$ cat config.mk
export PLATFORM = sky130hd
export DESIGN_NAME = ddr3_memtest_engine
export DESIGN_NICKNAME = d
export VERILOG_FILES = /design/src/rtl/memtest_pkg.sv /design/src/rtl/ddr3_refresh_sched.sv /design/src/rtl/ddr3_memtest_engine.sv
export SDC_FILE = /design/constraint.sdc
export NUM_CORES = 1
export LEC_CHECK = 0
export CORE_MARGIN = 2
export CORE_UTILIZATION = 49
export CTS_BUF_LIST = sky130_fd_sc_hd__clkbuf_2
export CTS_CLUSTER_DIAMETER = 50
export DETAILED_ROUTE_END_ITERATION = 8
export HOLD_SLACK_MARGIN = 0.08
export PLACE_DENSITY = 0.78
export SLEW_MARGIN = 40
export SYNTH_ARGS = -nofsm -noshare
export SYNTH_HDL_FRONTEND = slang
export SYNTH_SLANG_ARGS = --single-unit
$ cat constraint.sdc
create_clock -name clk -period 3.01 [get_ports clk]
set_input_delay 0.602 -clock clk [delete_from_list [all_inputs] [get_ports clk]]
set_output_delay 0.602 -clock clk [all_outputs]
set_load 0.01 [all_outputs]
$ cat src/rtl/memtest_pkg.sv
// Shared types and constants for the DDR3 memory test engine.
package memtest_pkg;

    typedef enum logic [2:0] {
        IDLE,
        WIPE,
        WRITE,
        VERIFY,
        DONE,
        FAIL
    } state_t;

    typedef enum logic [1:0] {
        OUT_NONE,
        OUT_WR,
        OUT_RD,
        OUT_REF
    } outstanding_t;

    localparam logic [1:0] MODE_ADDR = 2'b00;
    localparam logic [1:0] MODE_WALK = 2'b01;
    localparam logic [1:0] MODE_LFSR = 2'b10;
    localparam logic [1:0] MODE_ONES = 2'b11;

    localparam logic [15:0] LFSR_SEED = 16'hACE1;
    // x^16+x^14+x^13+x^11+1 in right-shifting Fibonacci form: feedback from bits 0,2,3,5
    localparam logic [15:0] LFSR_TAPS = 16'h002D;

    function automatic logic [15:0] lfsr_next(input logic [15:0] s);
        return {^(s & LFSR_TAPS), s[15:1]};
    endfunction

    function automatic logic [15:0] addr_pattern(input logic [31:0] a);
        return a[15:0] ^ {6'b0, a[25:16]} ^ 16'd59;
    endfunction

endpackage

$ cat src/rtl/ddr3_refresh_sched.sv
// Refresh timer with one postponed-refresh credit; saturates at 2*REFRESH_CYCLES-2.
module ddr3_refresh_sched #(
    parameter int unsigned REFRESH_CYCLES = 615
) (
    input  logic clk,
    input  logic resetn,
    input  logic enable,
    input  logic refresh_executed,
    output logic refresh_needed
);

    localparam int unsigned   TW   = $clog2(2 * REFRESH_CYCLES);
    localparam logic [TW-1:0] TMAX = TW'(2 * REFRESH_CYCLES - 2);
    localparam logic [TW-1:0] TREF = TW'(REFRESH_CYCLES);

    logic [TW-1:0] timer_q;

    always_ff @(posedge clk or negedge resetn) begin
        if (!resetn) begin
            timer_q <= '0;
        end else if (refresh_executed) begin
            timer_q <= timer_q - TREF;
        end else if (enable && timer_q != TMAX) begin
            timer_q <= timer_q + TW'(1);
        end
    end

    assign refresh_needed = (timer_q >= TREF);

endmodule

$ cat src/rtl/ddr3_memtest_engine.sv
// DDR3 bulk test engine: wipe, write and verify passes over a region via the controller user port.
// Define MEMTEST_LFSR_EN to build the 16-bit LFSR pattern for mode 10 (otherwise mode 10 = mode 00).
module ddr3_memtest_engine
    import memtest_pkg::*;
#(
    parameter int unsigned           ADDR_WIDTH     = 26,
    parameter int unsigned           DATA_WIDTH     = 16,
    parameter int unsigned           START_ADDR     = 0,
    parameter int unsigned           TOTAL_SIZE     = 8*1024*1024,
    parameter int unsigned           REFRESH_CYCLES = 615,
    parameter logic [DATA_WIDTH-1:0] CMP_MASK       = DATA_WIDTH'(16'h00FF),
    parameter int unsigned           PASSES         = 1
) (
    input  logic                  clk,
    input  logic                  resetn,
    input  logic                  start,
    input  logic                  stop,
    input  logic [1:0]            mode,
    input  logic                  ctl_busy,
    input  logic                  ctl_data_ready,
    input  logic [DATA_WIDTH-1:0] ctl_dout,
    output logic [ADDR_WIDTH-1:0] ctl_addr,
    output logic                  ctl_rd,
    output logic                  ctl_wr,
    output logic                  ctl_refresh,
    output logic [DATA_WIDTH-1:0] ctl_din,
    output logic                  running,
    output logic                  pass_ok,
    output logic [15:0]           err_count,
    output logic [ADDR_WIDTH-1:0] fail_addr,
    output logic [DATA_WIDTH-1:0] fail_exp,
    output logic [DATA_WIDTH-1:0] fail_act,
    output logic [15:0]           pass_count,
    output logic [23:0]           refresh_count
);

    localparam logic [ADDR_WIDTH-1:0] FIRST_ADDR = ADDR_WIDTH'(START_ADDR);
    localparam logic [ADDR_WIDTH-1:0] LAST_ADDR  = ADDR_WIDTH'(START_ADDR + TOTAL_SIZE - 1);

    state_t                  state_q, state_d;
    outstanding_t            out_q;
    logic [1:0]              mode_q;
    logic [ADDR_WIDTH-1:0]   addr_q;
    logic [31:0]             addr32;
    logic [DATA_WIDTH-1:0]   walk, pattern, wr_data;
    logic [15:0]             pass_next;
    logic active, start_accept, refresh_needed;
    logic wr_done, rd_done, ref_done, word_done, last_word, mismatch, cmd_idle;
    logic cmd_free, issue_rd, issue_wr, issue_ref, verify_end;

    assign active       = (state_q == WIPE) || (state_q == WRITE) || (state_q == VERIFY);
    assign start_accept = start && !active;
    assign running      = active;

    // Pulse outputs are registered, so a completion is never taken in the pulse cycle itself
    assign wr_done   = (out_q == OUT_WR)  && !ctl_wr      && !ctl_busy;
    assign ref_done  = (out_q == OUT_REF) && !ctl_refresh && !ctl_busy;
    assign rd_done   = (out_q == OUT_RD)  && ctl_data_ready;
    assign word_done = wr_done || rd_done;
    assign last_word = (addr_q == LAST_ADDR);
    assign cmd_idle  = (out_q == OUT_NONE) || wr_done || rd_done || ref_done;
    assign mismatch  = rd_done && (|((ctl_dout ^ pattern) & CMP_MASK));

    assign cmd_free  = active && (out_q == OUT_NONE) && !ctl_busy && !stop;
    assign issue_ref = cmd_free && refresh_needed;
    assign issue_rd  = cmd_free && !refresh_needed && (state_q == VERIFY);
    assign issue_wr  = cmd_free && !refresh_needed && (state_q != VERIFY);

    assign pass_next  = pass_count + 16'd1;
    assign verify_end = (state_q == VERIFY) && word_done && last_word && !mismatch;

    assign addr32 = 32'(addr_q);
    assign walk   = DATA_WIDTH'(1) << (addr32 % DATA_WIDTH);

`ifdef MEMTEST_LFSR_EN
    logic [15:0] lfsr_q;

    always_ff @(posedge clk or negedge resetn) begin
        if (!resetn) begin
            lfsr_q <= LFSR_SEED;
        end else if ((state_d == WRITE || state_d == VERIFY) && state_d != state_q) begin
            lfsr_q <= LFSR_SEED;
        end else if (word_done) begin
            lfsr_q <= lfsr_next(lfsr_q);
        end
    end
`endif

    always_comb begin
        case (mode_q)
            MODE_WALK: pattern = walk;
            MODE_ONES: pattern = '1;
`ifdef MEMTEST_LFSR_EN
            MODE_LFSR: pattern = DATA_WIDTH'(lfsr_q);
`endif
            default:   pattern = DATA_WIDTH'(addr_pattern(addr32));
        endcase
        wr_data = (state_q == WIPE) ? '0 : pattern;
    end

    always_ff @(posedge clk or negedge resetn) begin
        if (!resetn) begin
            state_q <= IDLE;
        end else begin
            state_q <= state_d;
        end
    end

    always_comb begin
        state_d = state_q;
        case (state_q)
            IDLE, DONE, FAIL: begin
                if (start) state_d = WIPE;
            end
            WIPE, WRITE, VERIFY: begin
                if (mismatch) begin
                    state_d = FAIL;
                end else if (word_done && last_word) begin
                    case (state_q)
                        WIPE:    state_d = WRITE;
                        WRITE:   state_d = VERIFY;
                        default: state_d = (PASSES == 0 || 32'(pass_next) < PASSES) ? WRITE : DONE;
                    endcase
                end else if (stop && cmd_idle) begin
                    state_d = DONE;
                end
            end
            default: state_d = IDLE;
        endcase
    end

    always_ff @(posedge clk or negedge resetn) begin
        if (!resetn) begin
            out_q         <= OUT_NONE;
            mode_q        <= MODE_ADDR;
            addr_q        <= '0;
            ctl_addr      <= '0;
            ctl_rd        <= 1'b0;
            ctl_wr        <= 1'b0;
            ctl_refresh   <= 1'b0;
            ctl_din       <= '0;
            pass_ok       <= 1'b0;
            err_count     <= '0;
            fail_addr     <= '0;
            fail_exp      <= '0;
            fail_act      <= '0;
            pass_count    <= '0;
            refresh_count <= '0;
        end else begin
            ctl_rd      <= issue_rd;
            ctl_wr      <= issue_wr;
            ctl_refresh <= issue_ref;
            if (issue_rd || issue_wr) ctl_addr <= addr_q;
            if (issue_wr) ctl_din <= wr_data;

            if (issue_wr)      out_q <= OUT_WR;
            else if (issue_rd) out_q <= OUT_RD;
            else if (issue_ref) out_q <= OUT_REF;
            else if (wr_done || rd_done || ref_done) out_q <= OUT_NONE;

            if (start_accept) begin
                mode_q     <= mode;
                addr_q     <= FIRST_ADDR;
                pass_ok    <= 1'b0;
                err_count  <= '0;
                fail_addr  <= '0;
                fail_exp   <= '0;
                fail_act   <= '0;
                pass_count <= '0;
            end else if (word_done) begin
                addr_q <= last_word ? FIRST_ADDR : addr_q + ADDR_WIDTH'(1);
            end

            if (mismatch) begin
                if (err_count != '1) err_count <= err_count + 16'd1;
                if (err_count == '0) begin
                    fail_addr <= addr_q;
                    fail_exp  <= pattern;
                    fail_act  <= ctl_dout;
                end
            end

            if (verify_end) pass_count <= pass_next;
            if (state_d == DONE && state_q != DONE) pass_ok <= (err_count == '0);
            if (issue_ref) refresh_count <= refresh_count + 24'd1;
        end
    end

    ddr3_refresh_sched #(
        .REFRESH_CYCLES(REFRESH_CYCLES)
    ) u_refresh_sched (
        .clk             (clk),
        .resetn          (resetn),
        .enable          (state_q != IDLE),
        .refresh_executed(issue_ref),
        .refresh_needed  (refresh_needed)
    );

endmodule

==> impl_metrics.yaml, run 1 <==
logic_synthesis:
  async_reset_ff_share_pct: 100
  yosysWarnings: 0
  syn_nets: 1110
  synth_area_leader_cell: "dfrtp_1"
  synth_top_area_share_pct: 50.5
  synth_ff_type: "dfrtp_1"
  yosys-top-cells-count: "dfrtp_1 (204), nand2_1 (189), nand3_1 (105), o21ai_0 (90), nor2_1 (53)"
  yosysMostFrequentCell: "dfrtp_1"
  synth_area_um2: 10100
  syn_inst: 1073
  ys_seq_area_share_pct: 50.5
  ys_seq_elements: 204
  syn_area_per_cell_um2: 9.43
  synthTopCellsByArea: "dfrtp_1 (50%), nand2_1 (7.0%), nand3_1 (5.2%)"
  synth_edf_count: 0
  synth.distinct_cells: 69
timing:
  finalClockSkew_ns: 0.0426
  setup_tns_ns: 0
  drv_slew: 0
  worst_pin_slew_ns: 0.745
  relSlewSlack_pct: 50.3
  fin_crit_ns: 2.87
  maxClockFrequency_mhz: 349
  finalHoldViolations: 0
  finalSetupViolations: 0
  timing.final.crit_share_pct: 95.2
  rsz0062_at_grt: "no"
clock_tree:
  numCtsBuffers: 53
  clock-root-buffer: "clkbuf_2"
  cts.htree.levels: 2
  clk_latency_ns: 0.80
  clkSlewWorstSetupHoldPaths_ns: 0.10
  cts_setup_buffers: 0
  cts_sinks: 204
  cts_tree: "done"
  clock_path_buffers: 3
finish:
  final_cell_area_um2: 13200
  drive_gt1_share_pct: 16.0
  nets: 1364
  num-fill-cells: 1620
  multiInputGateArea_um2: 4760
  ff_latch_area_um2: 5110
  area_growth_pct: 30.5
critical_path:
  path_common_cell: "o21ai_0"
  slowest_delay_ns: 0.39
  critPathMaxFanout: 12
  crit_type: "flop to flop"
  startpoint_type: "flop"
  path_cells: "inv_1, ha_1, nor4bb_4, nor4b_4, xor2_1, o2111ai_2, o21a_4, buf_4, a21oi_1, o21ai_0, o21ai_0"
  critPathRequiredTime_ns: 3.70
  crit_path_end_kind: "flop"
  cp.arrival_ns: 3.55
  slowest_stage: "dfrtp_1"
  crit_buf_inv: 2
  cp_top_family: "compound AO/OA/AOI/OAI gates"
floorplanning:
  core_um2: 20200
  io_pins: 185
  initial_core_util_pct: 50.0
  die_area_um2: 21800
  die_h_um: 148
  die-width_um: 148
  rows: 52
power:
  power.leakage_nw: 6.03
  p_comb_share_pct: 34.2
  power.internal_mw: 4.80
  p_sw_mw: 2.85
  seqPwrFrac_pct: 43.0
  ir_drop_mv: 0.332
  p_clk_share_pct: 22.8
  sw_frac_of_total_pct: 37.3
  power_density_nw_per_um2: 580
detailed_routing:
  wl_per_cell_um: 17.4
  drt-pass1-iter-count: 5
  num_vias: 9228
  viasPerCell: 5.67
  ant_nets: 0
  wl_um: 28400
  initialDrtViolationCount: 856
  drcViolationCount: 0
hold_path:
  hp-class: "primary input to flop"
place:
  placed_area_um2: 12700
  io_buffers: 184
  gp_congestion: 0.927
  place_hpwl_um: 20000
grt:
  grt_max_degree: 69
  grt_pass1_vias: 8753
  grt_pass1_wl_um: 46000
  gr-total-overflow: 0
  grt_util_all_layers_pct: 25.9
  antenna_found_initial: 1
run:
  max-cap-violations: 0
status:
  status: "complete, no violations"
[layout by cell type (no fill, tap or decap), types with 7 or more instances in the layout]
master,count
and3_1,15
inv_1,20
xor2_1,26
ha_1,13
clkbuf_2,75
a21oi_1,31
nand4_1,20
nor3_1,26
dfrtp_1,199
nor4_1,11
nand3_1,105
o31ai_1,25
nor2_1,51
mux2i_1,7
clkdlybuf4s50_1,183
xnor2_1,31
buf_4,69
o21ai_0,88
clkinv_1,9
mux2_2,28
nand2_1,188
and2_1,7
[power by group through the flow]
stage / Clock (mW) / Combinational, mW / Sequential [mW]
after detailed placement: 0 / 2.54 / 3.33
after CTS: 1.80 / 2.56 / 3.28
after global placement: 0 / 2.49 / 3.31
final: 1.75 / 2.62 / 3.29
after floorplan: 0 / 1.37 / 3.30
after global routing: 1.96 / 2.84 / 3.33
[registers in the layout, summed over array words and instances (netlist names), 11 cells and up]
| signal | flops |
|---|---|
| fail_exp | 16 |
| addr_q | 26 |
| fail_act | 16 |
| pass_count | 16 |
| ctl_din | 16 |
| ctl_addr | 26 |
| u_refresh_sched.timer_q | 11 |
| fail_addr | 26 |
| err_count | 16 |
| refresh_count | 24 |
[path summary, 6_finish.rpt]
path	startpoint	end	slack (ns)	cells past startpoint
max	addr_q[0]	err_count[2]	0.14	11
min reg2reg	refresh_count[23]	refresh_count[23]	0.48	1
min	ctl_dout[10]	fail_act[10]	0.33	3
max in group asynchronous	resetn	err_count[1]	1.88	3
max reg2reg	addr_q[0]	err_count[2]	0.14	11
min in group asynchronous	resetn	pass_count[2]	0.35	2
[logic make-up (layout without fill, tap and decap cells)]
group           count (synthesis)  in the layout  share of synthesized area [%]
fa+ha+maj                      13             13                           1.61
flops                         204            204                           50.5
mux                            36             36                           3.92
simple gates                  475            475                           23.1
compound gates                205            205                           12.4
xor+xnor                       57             57                           4.93
other cells                     0              1                              0
buf+inv                        83            366                           3.51
[per-layer routing]
metal	global-route usage [%]	up-vias	part of all wire [%]
met1	36.0	4453	43
li1	-	4340	-
met4	8.03	0	2.3
met3	5.56	55	7.0
met5	0	-	0
met2	41.0	380	47
[final cells by class]
type                    instances  area share (%)
repair buffers                261            19.0
clock buffers                  75            2.84
flip-flops and latches        204            38.7
diodes                          1          0.0190
clock inverters                 9           0.256
multi-input cells             786            36.0
inverters                      21           0.597
well taps                     270            2.56
[worst reg2reg max path, stage by stage, from the launching register on]
cell       delay, ns
dfrtp_1         0.39
inv_1           0.09
ha_1            0.26
nor4bb_4        0.19
nor4b_4         0.29
xor2_1          0.20
o2111ai_2       0.20
o21a_4          0.29
buf_4           0.20
a21oi_1         0.37
o21ai_0         0.18
o21ai_0         0.12
[what timing repair did]
item	CTS	global route
endpoints found under the setup margin	8	61
hold endpoints to repair	59	0
hold buffers	1	0
gates resized for setup	4	15
pin swaps	0	1
[through the flow]
| step | power (mW) | instances | setup WS, ns | hold WS [ns] | util [%] |
|---|---|---|---|---|---|
| after floorplan | 4.68 | 1073 | 0.205 | 0.306 | - |
| after global placement | 5.81 | 1541 | -0.165 | 0.459 | 62.7 |
| after detailed placement | 5.86 | 1541 | -0.261 | 0.465 | 62.8 |
| after CTS | 7.64 | 1626 | 0.0365 | 0.240 | 65.0 |
| after global routing | 8.12 | 1627 | 0.00212 | 0.253 | 65.2 |
| final | 7.65 | 1627 | 0.145 | 0.325 | 65.2 |
Power figures use the tool's default switching activity.
==> inputs of run 2 (changes only) <==
==> constraint.sdc (replaced) <==
create_clock -name clk -period 3.01 [get_ports clk]
set_input_delay 0.602 -clock clk [delete_from_list [all_inputs] [get_ports clk]]
set_output_delay 0.602 -clock clk [all_outputs]
set_load 0.02 [all_outputs]
==> impl_metrics.yaml, run 2 (synthesized netlist as in run 1, its figures left out) <==
run:
  max-cap-violations: 0
place:
  placed_area_um2: 12700
  place_ws_ns: -0.261
  place_hpwl_um: 20000
  gp_congestion: 0.927
  io_buffers: 184
  dp.cells: 1541
finish:
  final_cell_area_um2: 13200
  layout.cells.non_filler: 1630
  num-fill-cells: 1617
  nets: 1367
  final_common_cell: "dfrtp_1"
  most-common-layout-cells: "dfrtp_1 (198), nand2_1 (188), clkdlybuf4s50_1 (183)"
  drive_gt1_share_pct: 16.3
  largestRegisters: "addr_q (26), ctl_addr (26), fail_addr (26)"
  area_growth_pct: 30.7
clock_tree:
  clk_latency_ns: 0.79
  clkSlewWorstSetupHoldPaths_ns: 0.10
  numCtsBuffers: 53
  cts.htree.levels: 2
  cts_tree: "done"
  clock-root-buffer: "clkbuf_2"
  clock_path_buffers: 3
  cts_sinks: 204
grt:
  antenna_found_initial: 1
  gr-total-overflow: 0
  grt_max_degree: 69
  grt_pass1_wl_um: 46000
  grt_pass1_vias: 8753
  grt_util_all_layers_pct: 25.9
critical_path:
  crit-reg2reg-capture: "err_count[2]"
  startpoint_type: "flop"
  crit_type: "flop to flop"
  critPathRequiredTime_ns: 3.70
  r2r_slack_ns: 0.16
  critPathMaxFanout: 12
  r2r_cells: 11
  cp.arrival_ns: 3.54
  crit_path_end_kind: "flop"
  reg2reg_from: "addr_q[0]"
hold_path:
  hold_end: "fail_act[10]"
  min_path_cells: 3
  hp-class: "primary input to flop"
  holdCritStartpoint: "ctl_dout[10]"
detailed_routing:
  initialDrtViolationCount: 822
  ant_nets: 0
  wl_um: 28400
  viasPerCell: 5.65
  wl_per_cell_um: 17.4
  drcViolationCount: 0
  drt-pass1-iter-count: 5
  num_vias: 9212
timing:
  drv_slew: 0
  finalSetupViolations: 0
  maxClockFrequency_mhz: 351
  fin_crit_ns: 2.85
  timing.final.crit_share_pct: 94.7
  finalClockSkew_ns: 0.0341
  setup_ws_ns: 0.159
  relSlewSlack_pct: 50.4
  finalHoldViolations: 0
  holdWs_ns: 0.332
  worst_pin_slew_ns: 0.745
floorplanning:
  rows: 52
  die_h_um: 148
  die-width_um: 148
  initial_core_util_pct: 50.0
  core_um2: 20200
  die_area_um2: 21800
  io_pins: 185
power:
  ir_drop_mv: 0.330
  power.leakage_nw: 6.04
  power_density_nw_per_um2: 587
  power_mw: 7.77
status:
  status: "complete, no violations"
[run 2: changes by cell type in the layout (fill, tap and decap cells not counted)]
| cell | change |
|---|---|
| dfrtp_2 | +1 |
| buf_4 | +3 |
| dfrtp_1 | -1 |
[run 2: final cells by class]
type	instances	area (µm²)	share of cell area [%]
well taps	270	338	2.55
flip-flops and latches	204	5110	38.7
multi-input cells	786	4760	36.0
inverters	21	78.8	0.596
clock buffers	75	375	2.84
clock inverters	9	33.8	0.255
repair buffers	264	2530	19.1
diodes	1	2.50	0.0189
[run 2: routing by layer]
layer / vias up / part of all wire (%) / GRT usage [%]
met4: 0 / 2.2 / 8.03
met5: - / 0 / 0
li1: 4350 / - / -
met2: 375 / 47 / 41.0
met3: 53 / 7.1 / 5.56
met1: 4434 / 43 / 36.0
[run 2: how the worst max path moves through the flow]
stage / cells past startpoint / to / slack [ns] / startpoint
detailed placement: 11 / pass_ok / -0.26 / ctl_busy
floorplan: 11 / pass_ok / 0.20 / addr_q[0]
finish: 11 / err_count[2] / 0.16 / addr_q[0]
CTS: 12 / pass_count[4] / 0.04 / addr_q[0]
global placement: 11 / pass_ok / -0.17 / ctl_busy
global route: 8 / u_refresh_sched.timer_q[1] / -0.001 / u_refresh_sched.timer_q[3]
[run 2: power breakdown]
part / switching [mW] / leakage, nW / internal (mW)
sequential: 0.291 / 2.79 / 3.00
combinational: 1.58 / 2.93 / 1.15
clock: 1.09 / 0.328 / 0.651
total: 2.96 / 6.04 / 4.80
[run 2: timing repair]
action,CTS,global route
pin swaps,0,1
setup endpoints to repair,9,61
resized for setup,5,15
setup buffers,0,3
hold endpoints to repair,59,0
hold buffers,1,0
[run 2: worst max-delay path, cell delays in order (launching register included)]
cell	delay, ns
dfrtp_1	0.39
inv_1	0.09
ha_1	0.25
nor4bb_4	0.19
nor4b_4	0.29
xor2_1	0.20
o2111ai_2	0.20
o21a_4	0.29
buf_4	0.20
a21oi_1	0.36
o21ai_0	0.18
o21ai_0	0.11
[run 2: stage by stage]
| stage | util, % | setup TNS (ns) |
|---|---|---|
| 6_report | 65.4 | 0 |
| 2_1_floorplan | - | 0 |
| 5_1_grt | 65.4 | -0.00125 |
| 4_1_cts | 65.0 | 0 |
| 3_3_place_gp | 62.7 | -0.165 |
| 3_5_place_dp | 62.8 | -0.450 |
